**config.mk**
```make
export PLATFORM = sky130hd
export DESIGN_NAME = free_list_ctrl
export DESIGN_NICKNAME = d
export VERILOG_FILES = /design/src/rtl/rename_pkg.sv /design/src/rtl/ckpt_table.sv /design/src/rtl/free_list_ctrl.sv
export SDC_FILE = /design/constraint.sdc
export NUM_CORES = 1
export LEC_CHECK = 0
export ABC_AREA = 1
export CAP_MARGIN = 5
export CELL_PAD_IN_SITES_DETAIL_PLACEMENT = 1
export CELL_PAD_IN_SITES_GLOBAL_PLACEMENT = 1
export CORE_MARGIN = 2
export CORE_UTILIZATION = 30
export CTS_CLUSTER_SIZE = 30
export DETAILED_ROUTE_END_ITERATION = 7
export GPL_TIMING_DRIVEN = 0
export HOLD_SLACK_MARGIN = 0.05
export PLACE_DENSITY = 0.66
export SLEW_MARGIN = 20
export SYNTH_ARGS = -nofsm -noshare
export SYNTH_HDL_FRONTEND = slang
export SYNTH_SLANG_ARGS = --single-unit
export TNS_END_PERCENT = 20
```
**constraint.sdc**
```tcl
create_clock -name clk -period 3.7 [get_ports clk]
set_input_delay 0.37 -clock clk [delete_from_list [all_inputs] [get_ports clk]]
set_output_delay 0.37 -clock clk [all_outputs]
set_load 0.03 [all_outputs]
```
**src/rtl/rename_pkg.sv**
```systemverilog
// Shared constants, FSM encoding and lane popcount for the rename free-list controller.
package rename_pkg;

  localparam int WIDTH       = 4;
  localparam int N_REGS      = 64;
  localparam int N_INIT_FREE = 32;
  localparam int N_CKPT      = 4;
  localparam int PTR_W       = 6;
  localparam int CNT_W       = 7;

  typedef enum logic [0:0] {
    ST_RUN    = 1'b0,
    ST_REWIND = 1'b1
  } fl_state_e;

  function automatic logic [CNT_W-1:0] popcount(input logic [WIDTH-1:0] v);
    logic [CNT_W-1:0] n;
    n = '0;
    for (int i = 0; i < WIDTH; i++) begin
      n = n + {{(CNT_W-1){1'b0}}, v[i]};
    end
    return n;
  endfunction

endpackage

```
**src/rtl/ckpt_table.sv**
```systemverilog
// Checkpoint storage for saved free-list front pointers: one write port, one async read port.
module ckpt_table
  import rename_pkg::*;
#(
  parameter int N_CKPT = rename_pkg::N_CKPT,
  parameter int TAG_W  = rename_pkg::PTR_W,
  parameter int ID_W   = $clog2(N_CKPT)
) (
  input  logic             clk,
  input  logic             reset,
  input  logic             we,
  input  logic [ID_W-1:0]  waddr,
  input  logic [TAG_W-1:0] wdata,
  input  logic [ID_W-1:0]  raddr,
  output logic [TAG_W-1:0] rdata
);

  logic [TAG_W-1:0] mem_r [N_CKPT];

  // Slot storage, cleared to pointer 0 on reset
  always_ff @(posedge clk or negedge reset) begin
    if (!reset) begin
      for (int i = 0; i < N_CKPT; i++) begin
        mem_r[i] <= '0;
      end
    end else if (we) begin
      mem_r[waddr] <= wdata;
    end
  end

  assign rdata = mem_r[raddr];

endmodule

```
**src/rtl/free_list_ctrl.sv**
```systemverilog
// Free-list controller: grants rename groups against shadow front/back pointers,
// frees registers on commit, and rewinds the front pointer from checkpoints.
module free_list_ctrl
  import rename_pkg::*;
#(
  parameter int WIDTH       = rename_pkg::WIDTH,
  parameter int N_REGS      = rename_pkg::N_REGS,
  parameter int N_INIT_FREE = rename_pkg::N_INIT_FREE,
  parameter int N_CKPT      = rename_pkg::N_CKPT
) (
  input  logic                      clk,
  input  logic                      reset,
  input  logic                      renValid,
  input  logic [WIDTH-1:0]          renMask,
  output logic                      renAccept,
  output logic                      renStall,
  input  logic                      comValid,
  input  logic [WIDTH-1:0]          comMask,
  input  logic                      ckptSave,
  input  logic [$clog2(N_CKPT)-1:0] ckptId,
  input  logic                      rewindReq,
  output logic [WIDTH-1:0]          take,
  output logic                      enableTake,
  output logic [WIDTH-1:0]          put,
  output logic                      enablePut,
  output logic                      rewind,
  output logic [5:0]                writeTag,
  output logic [6:0]                freeCount,
  output logic                      busy
);

  fl_state_e        state_r, state_nxt_s;
  logic [PTR_W-1:0] front_r, back_r, rw_tag_r;
  logic [CNT_W-1:0] cnt_r;

  logic [CNT_W-1:0] n_req_s, n_take_s, n_put_s, cnt_put_s, cnt_nxt_s;
  logic [PTR_W-1:0] front_take_s, front_nxt_s, back_nxt_s, diff_s, ckpt_rd_s;
  logic             grant_s, ckpt_we_s;

  ckpt_table #(
    .N_CKPT(N_CKPT),
    .TAG_W (PTR_W),
    .ID_W  ($clog2(N_CKPT))
  ) u_ckpt (
    .clk  (clk),
    .reset(reset),
    .we   (ckpt_we_s),
    .waddr(ckptId),
    .wdata(front_take_s),
    .raddr(ckptId),
    .rdata(ckpt_rd_s)
  );

  // Grant decision, pointer/count next-state and FSM transition
  always_comb begin
    n_req_s      = popcount(renMask);
    n_put_s      = '0;
    grant_s      = 1'b0;
    state_nxt_s  = ST_RUN;
    if (comValid) begin
      n_put_s = popcount(comMask);
    end else begin
      n_put_s = '0;
    end
    // A same-cycle put never counts toward the grant: compare against the registered count.
    if ((state_r == ST_RUN) && renValid && !rewindReq && (n_req_s <= cnt_r)) begin
      grant_s = 1'b1;
    end else begin
      grant_s = 1'b0;
    end
    n_take_s     = grant_s ? n_req_s : {CNT_W{1'b0}};
    front_take_s = front_r + n_take_s[PTR_W-1:0];
    back_nxt_s   = back_r + n_put_s[PTR_W-1:0];
    diff_s       = back_nxt_s - rw_tag_r;
    cnt_put_s    = cnt_r + n_put_s;
    ckpt_we_s    = ckptSave && !rewindReq;

    // Equal pointers after a real rewind mean the list refilled completely.
    if (state_r == ST_REWIND) begin
      front_nxt_s = rw_tag_r;
      if (rw_tag_r == front_r) begin
        cnt_nxt_s = cnt_put_s;
      end else if (diff_s == {PTR_W{1'b0}}) begin
        cnt_nxt_s = CNT_W'(N_REGS);
      end else begin
        cnt_nxt_s = {1'b0, diff_s};
      end
    end else begin
      front_nxt_s = front_take_s;
      cnt_nxt_s   = cnt_r - n_take_s + n_put_s;
    end

    case (state_r)
      ST_RUN:    state_nxt_s = rewindReq ? ST_REWIND : ST_RUN;
      ST_REWIND: state_nxt_s = rewindReq ? ST_REWIND : ST_RUN;
      default:   state_nxt_s = ST_RUN;
    endcase
  end

  // State, pointers, count and latched rewind target
  always_ff @(posedge clk or negedge reset) begin
    if (!reset) begin
      state_r  <= ST_RUN;
      front_r  <= '0;
      back_r   <= PTR_W'(N_INIT_FREE);
      cnt_r    <= CNT_W'(N_INIT_FREE);
      rw_tag_r <= '0;
    end else begin
      state_r <= state_nxt_s;
      front_r <= front_nxt_s;
      back_r  <= back_nxt_s;
      cnt_r   <= cnt_nxt_s;
      if (rewindReq) begin
        rw_tag_r <= ckpt_rd_s;
      end else begin
        rw_tag_r <= rw_tag_r;
      end
    end
  end

  // Free-list handshake outputs; reset gating keeps them quiet while reset is low
  always_comb begin
    renAccept  = grant_s && reset;
    enableTake = grant_s && reset;
    take       = (grant_s && reset) ? renMask : {WIDTH{1'b0}};
    renStall   = renValid && !(grant_s && reset);
    enablePut  = comValid && reset;
    put        = (comValid && reset) ? comMask : {WIDTH{1'b0}};
    rewind     = (state_r == ST_REWIND);
    busy       = (state_r == ST_REWIND);
    writeTag   = (state_r == ST_REWIND) ? rw_tag_r : 6'd0;
    freeCount  = cnt_r;
  end

endmodule

```
==> flow_results.xml <==
<?xml version="1.0" encoding="UTF-8"?>
<metrics>
  <group name="critical_path">
    <metric name="critical_path_data_required_time" unit="ns">3.89</metric>
    <metric name="crit_slowest_cell" unit="">sky130_fd_sc_hd__fa_1</metric>
    <metric name="critical-path-max-stage-delay" unit="ns">0.52</metric>
    <metric name="timing_worst_setup_path_type" unit="">in2reg</metric>
    <metric name="setup_slack_of_the_most_critical_reg_to_reg_path" unit="ns">0.58</metric>
    <metric name="r2r_end" unit="">freeCount[6]$_DFF_PN0_</metric>
    <metric name="worstPathArrival" unit="ns">3.86</metric>
    <metric name="start_kind" unit="">input port</metric>
    <metric name="worstPathMaxFanout" unit="">4</metric>
    <metric name="rr_startpoint" unit="">freeCount[2]$_DFF_PN0_</metric>
    <metric name="critPathCaptureType" unit="">flip-flop</metric>
    <metric name="path_cells" unit="">buf_6 &gt; inv_2 &gt; fa_1 &gt; inv_1 &gt; ha_2 &gt; ha_4 &gt; ha_4 &gt; nand2_4 &gt; o21ai_2 &gt; o211ai_1 &gt; nand4_1 &gt; buf_6 &gt; nor2_4 &gt; fa_1 &gt; inv_2 &gt; fa_2 &gt; nand4_1 &gt; nand3_2 &gt; xnor2_2 &gt; nor2_2 &gt; a21oi_2</metric>
    <metric name="rr_worst_depth" unit="">18</metric>
  </group>
  <group name="drt">
    <metric name="routed_wirelength" unit="mm">9.95</metric>
    <metric name="first_pass_iters" unit="">4</metric>
    <metric name="wl_per_cell" unit="um">15.2</metric>
    <metric name="drtIter0Drc" unit="">104</metric>
    <metric name="route.detailed.drc" unit="">0</metric>
    <metric name="num_vias" unit="">3085</metric>
    <metric name="routed_via_density" unit="">4.70</metric>
    <metric name="ant_nets" unit="">0</metric>
  </group>
  <group name="finish">
    <metric name="final-instance-count-excl-fill" unit="">656</metric>
    <metric name="layout.cells.most_common_list" unit="">121 x sky130_fd_sc_hd__nand2_1, 63 x sky130_fd_sc_hd__inv_1, 48 x sky130_fd_sc_hd__dfrtp_1</metric>
    <metric name="layout.nets" unit="">570</metric>
    <metric name="ratio_of_cells_with_drive_above_1_in_the_final_layout" unit="">0.212</metric>
    <metric name="layout.cells.most_common" unit="">sky130_fd_sc_hd__nand2_1</metric>
    <metric name="num_antenna_cells" unit="">0</metric>
    <metric name="areaGrowthSynthToFinish" unit="%">31.2</metric>
    <metric name="design_area" unit="um2">4640</metric>
    <metric name="fillerInstances" unit="">1367</metric>
  </group>
  <group name="floorplan">
    <metric name="top_level_ports" unit="">43</metric>
    <metric name="floorplan.core_area" unit="um2">11500</metric>
    <metric name="rows" unit="">39</metric>
    <metric name="floorplan.die.height" unit="um">113</metric>
    <metric name="fp.dieArea" unit="um2">12700</metric>
    <metric name="die_width" unit="um">113</metric>
    <metric name="initial_core_util" unit="">0.308</metric>
  </group>
  <group name="synth">
    <metric name="synth.net_count" unit="">509</metric>
    <metric name="synthesis.instances" unit="">451</metric>
    <metric name="mappedNetlistArea" unit="um2">3530</metric>
    <metric name="postSynthRegisterBits" unit="">50</metric>
    <metric name="seq_total_area_yosys" unit="">0.355</metric>
    <metric name="synth.avg_cell_area" unit="um2">7.83</metric>
    <metric name="synthesis.yosys.warnings" unit="">0</metric>
    <metric name="ys_types" unit="">32</metric>
  </group>
  <group name="clock_network">
    <metric name="tritoncts_buffer_count" unit="">5</metric>
    <metric name="cts_tree" unit="">built</metric>
    <metric name="cts.clk_slew.worst_paths" unit="ns">0.08</metric>
    <metric name="cts-root-to-sink-buffers" unit="">2</metric>
    <metric name="cts.htree.levels" unit="">2</metric>
    <metric name="worstSkewPairLatency" unit="ns">0.30</metric>
    <metric name="clock-sinks" unit="">50</metric>
    <metric name="hold_bufs_at_cts" unit="">0</metric>
    <metric name="ctsRootBufferMaster" unit="">sky130_fd_sc_hd__clkbuf_16</metric>
  </group>
  <group name="power_and_ir_drop">
    <metric name="total_power" unit="mW">3.58</metric>
    <metric name="power.share.clock" unit="">0.138</metric>
    <metric name="total_leakage_power" unit="nW">2.31</metric>
    <metric name="comb_power_share" unit="">0.609</metric>
    <metric name="switching_share" unit="">0.458</metric>
    <metric name="vdd_ir_drop_max" unit="mV">0.323</metric>
    <metric name="relative_contribution_of_sequential_cells_to_total_power" unit="">0.253</metric>
    <metric name="p_sw" unit="mW">1.64</metric>
    <metric name="internal_power" unit="mW">1.94</metric>
    <metric name="power_density_normalized_to_cell_area" unit="nW/um2">773</metric>
  </group>
  <group name="sta">
    <metric name="finalCriticalPeriod" unit="ns">3.67</metric>
    <metric name="worst_pin_slew" unit="ns">0.675</metric>
    <metric name="unrepaired_setup_endpoints_after_global_routing" unit="">yes</metric>
    <metric name="final-max-slew-violation-count" unit="">0</metric>
    <metric name="max_freq" unit="GHz">0.273</metric>
    <metric name="report.final.setup_viol" unit="">0</metric>
    <metric name="timing.slew.headroom" unit="">0.550</metric>
    <metric name="min_period_over_period" unit="">0.991</metric>
    <metric name="final_hold_viol_count" unit="">0</metric>
    <metric name="fin_hold_ws" unit="ns">0.109</metric>
    <metric name="fin_tns_setup" unit="ns">0</metric>
    <metric name="fin_skew" unit="ns">0.00649</metric>
  </group>
  <group name="grt">
    <metric name="total_track_usage" unit="">0.166</metric>
    <metric name="grt-ovfl-total" unit="">0</metric>
    <metric name="first_global_vias" unit="">3394</metric>
    <metric name="grt_antenna_before_repair" unit="">0</metric>
    <metric name="pin_count_of_the_biggest_net_entering_global_routing" unit="">53</metric>
    <metric name="grt_first_pass_wirelength" unit="mm">16.9</metric>
  </group>
  <group name="place">
    <metric name="dpl_cell_area" unit="um2">4230</metric>
    <metric name="gp_congestion" unit="">0.802</metric>
    <metric name="hpwl" unit="mm">7.70</metric>
    <metric name="buffer_ports.inserted" unit="">42</metric>
    <metric name="placed_cells_incl_taps" unit="">636</metric>
  </group>
  <group name="run">
    <metric name="timing.max_cap.violations" unit="">0</metric>
  </group>
  <group name="min_path">
    <metric name="hp-class" unit="">in2async</metric>
  </group>
  <group name="outcome">
    <metric name="result_of_the_run" unit="">finished, final reports clean</metric>
  </group>
</metrics>
==> worst max-delay path, delay by kind of cell <==
kind	cells	cell delay, ns
AO/OA/AOI/OAI	3	0.27
XOR/XNOR	1	0.15
adder cells (fa/ha/maj)	6	2.18
buffers and inverters	5	0.34
AND/OR/NAND/NOR	6	0.53
==> worst max-delay path by stage <==
stage,end,slack [ns],startpoint
5_1_grt,freeCount[5]$_DFF_PN1_,-0.13,renMask[3]
2_1_floorplan,freeCount[5]$_DFF_PN1_,0.006,renMask[3]
6_report,freeCount[6]$_DFF_PN0_,0.03,renMask[3]
4_1_cts,freeCount[5]$_DFF_PN1_,-0.06,renMask[3]
3_5_place_dp,freeCount[5]$_DFF_PN1_,-0.85,renMask[3]
3_3_place_gp,freeCount[5]$_DFF_PN1_,-0.76,renMask[3]
==> cells in the mapped netlist <==
library cell               instances  area, um2
sky130_fd_sc_hd__xor2_1           12        105
sky130_fd_sc_hd__nand3_2           3       30.0
sky130_fd_sc_hd__a21oi_2           3       26.3
sky130_fd_sc_hd__a41oi_1           3       26.3
sky130_fd_sc_hd__buf_6             1       11.3
sky130_fd_sc_hd__o211ai_1          3       22.5
sky130_fd_sc_hd__nand4_1           7       43.8
sky130_fd_sc_hd__nor2_1           25       93.8
sky130_fd_sc_hd__o21ai_2           1       8.76
sky130_fd_sc_hd__o21ai_0           7       35.0
sky130_fd_sc_hd__inv_2            11       41.3
sky130_fd_sc_hd__a21oi_1          10       50.1
sky130_fd_sc_hd__a22oi_1           5       37.5
sky130_fd_sc_hd__nor2_4            1       11.3
sky130_fd_sc_hd__nand2_1         125        469
sky130_fd_sc_hd__o21ai_1          26        130
sky130_fd_sc_hd__xnor2_1           4       35.0
sky130_fd_sc_hd__clkbuf_1          1       3.75
sky130_fd_sc_hd__dfrtp_1          48       1200
sky130_fd_sc_hd__fa_1              9        180
sky130_fd_sc_hd__nor2_2            4       25.0
sky130_fd_sc_hd__a31oi_1           2       12.5
sky130_fd_sc_hd__clkinv_4          1       8.76
sky130_fd_sc_hd__or2_2             1       6.26
sky130_fd_sc_hd__o211ai_2          2       25.0
sky130_fd_sc_hd__dfstp_2           2       52.6
sky130_fd_sc_hd__inv_1            70        263
sky130_fd_sc_hd__buf_2             6       30.0
sky130_fd_sc_hd__nand3b_1          2       15.0
sky130_fd_sc_hd__ha_1             33        413
sky130_fd_sc_hd__buf_4             2       15.0
sky130_fd_sc_hd__nand3_1          21        105
==> registers in the layout (all words and copies together), names as in the netlist <==
| register | cells |
|---|---|
| u_ckpt.mem_r | 24 |
| freeCount | 7 |
| back_r | 6 |
| rw_tag_r | 6 |
| busy | 1 |
| front_r | 6 |
==> power groups by stage <==
stage	clock network [mW]	logic (mW)	registers, mW
6_report	0.494	2.18	0.907
5_1_grt	0.528	2.44	0.940
4_1_cts	0.510	2.02	0.908
3_5_place_dp	0	1.88	0.912
3_3_place_gp	0	1.82	0.897
2_1_floorplan	0	1.32	0.933
==> metal layers <==
metal / track usage / wire (um) / up-vias
li1: - / - / 1540
met4: 0.0244 / 63 / 0
met1: 0.210 / 4420 / 1504
met3: 0.0200 / 221 / 8
met5: 0 / 0 / -
met2: 0.309 / 5250 / 33
==> logic make-up after synthesis <==
kind of cell | synth area share
AND/OR/NAND/NOR | 0.226
buffers and inverters | 0.106
AO/OA/AOI/OAI | 0.106
flip-flops | 0.355
adder cells (fa/ha/maj) | 0.168
XOR/XNOR | 0.0397
==> metrics by stage <==
step | worst slack, ns | util
floorplan | 0.00559 | -
global placement | -0.765 | 0.369
detailed placement | -0.853 | 0.369
CTS | -0.0619 | 0.393
global route | -0.131 | 0.404
finish | 0.0333 | 0.404
==> repair_timing <==
action                                  4_1_cts  5_1_grt
pin swaps                                    19       22
setup buffers                                 6        6
gates resized for setup                      32       29
endpoints found under the setup margin       35       21
==> cell type report <==
| type | instances | area [um2] | share of cell area |
|---|---|---|---|
| buffer | 10 | 60.1 | 0.0130 |
| clock buffer | 5 | 125 | 0.0270 |
| clock inverter | 3 | 28.8 | 0.00621 |
| inverter | 82 | 313 | 0.0675 |
| multi-input combinational | 309 | 2180 | 0.470 |
| sequential | 50 | 1250 | 0.270 |
| tap | 143 | 179 | 0.0386 |
| timing repair buffer | 54 | 497 | 0.107 |
Note: power is estimated with default switching activity, not from simulation.
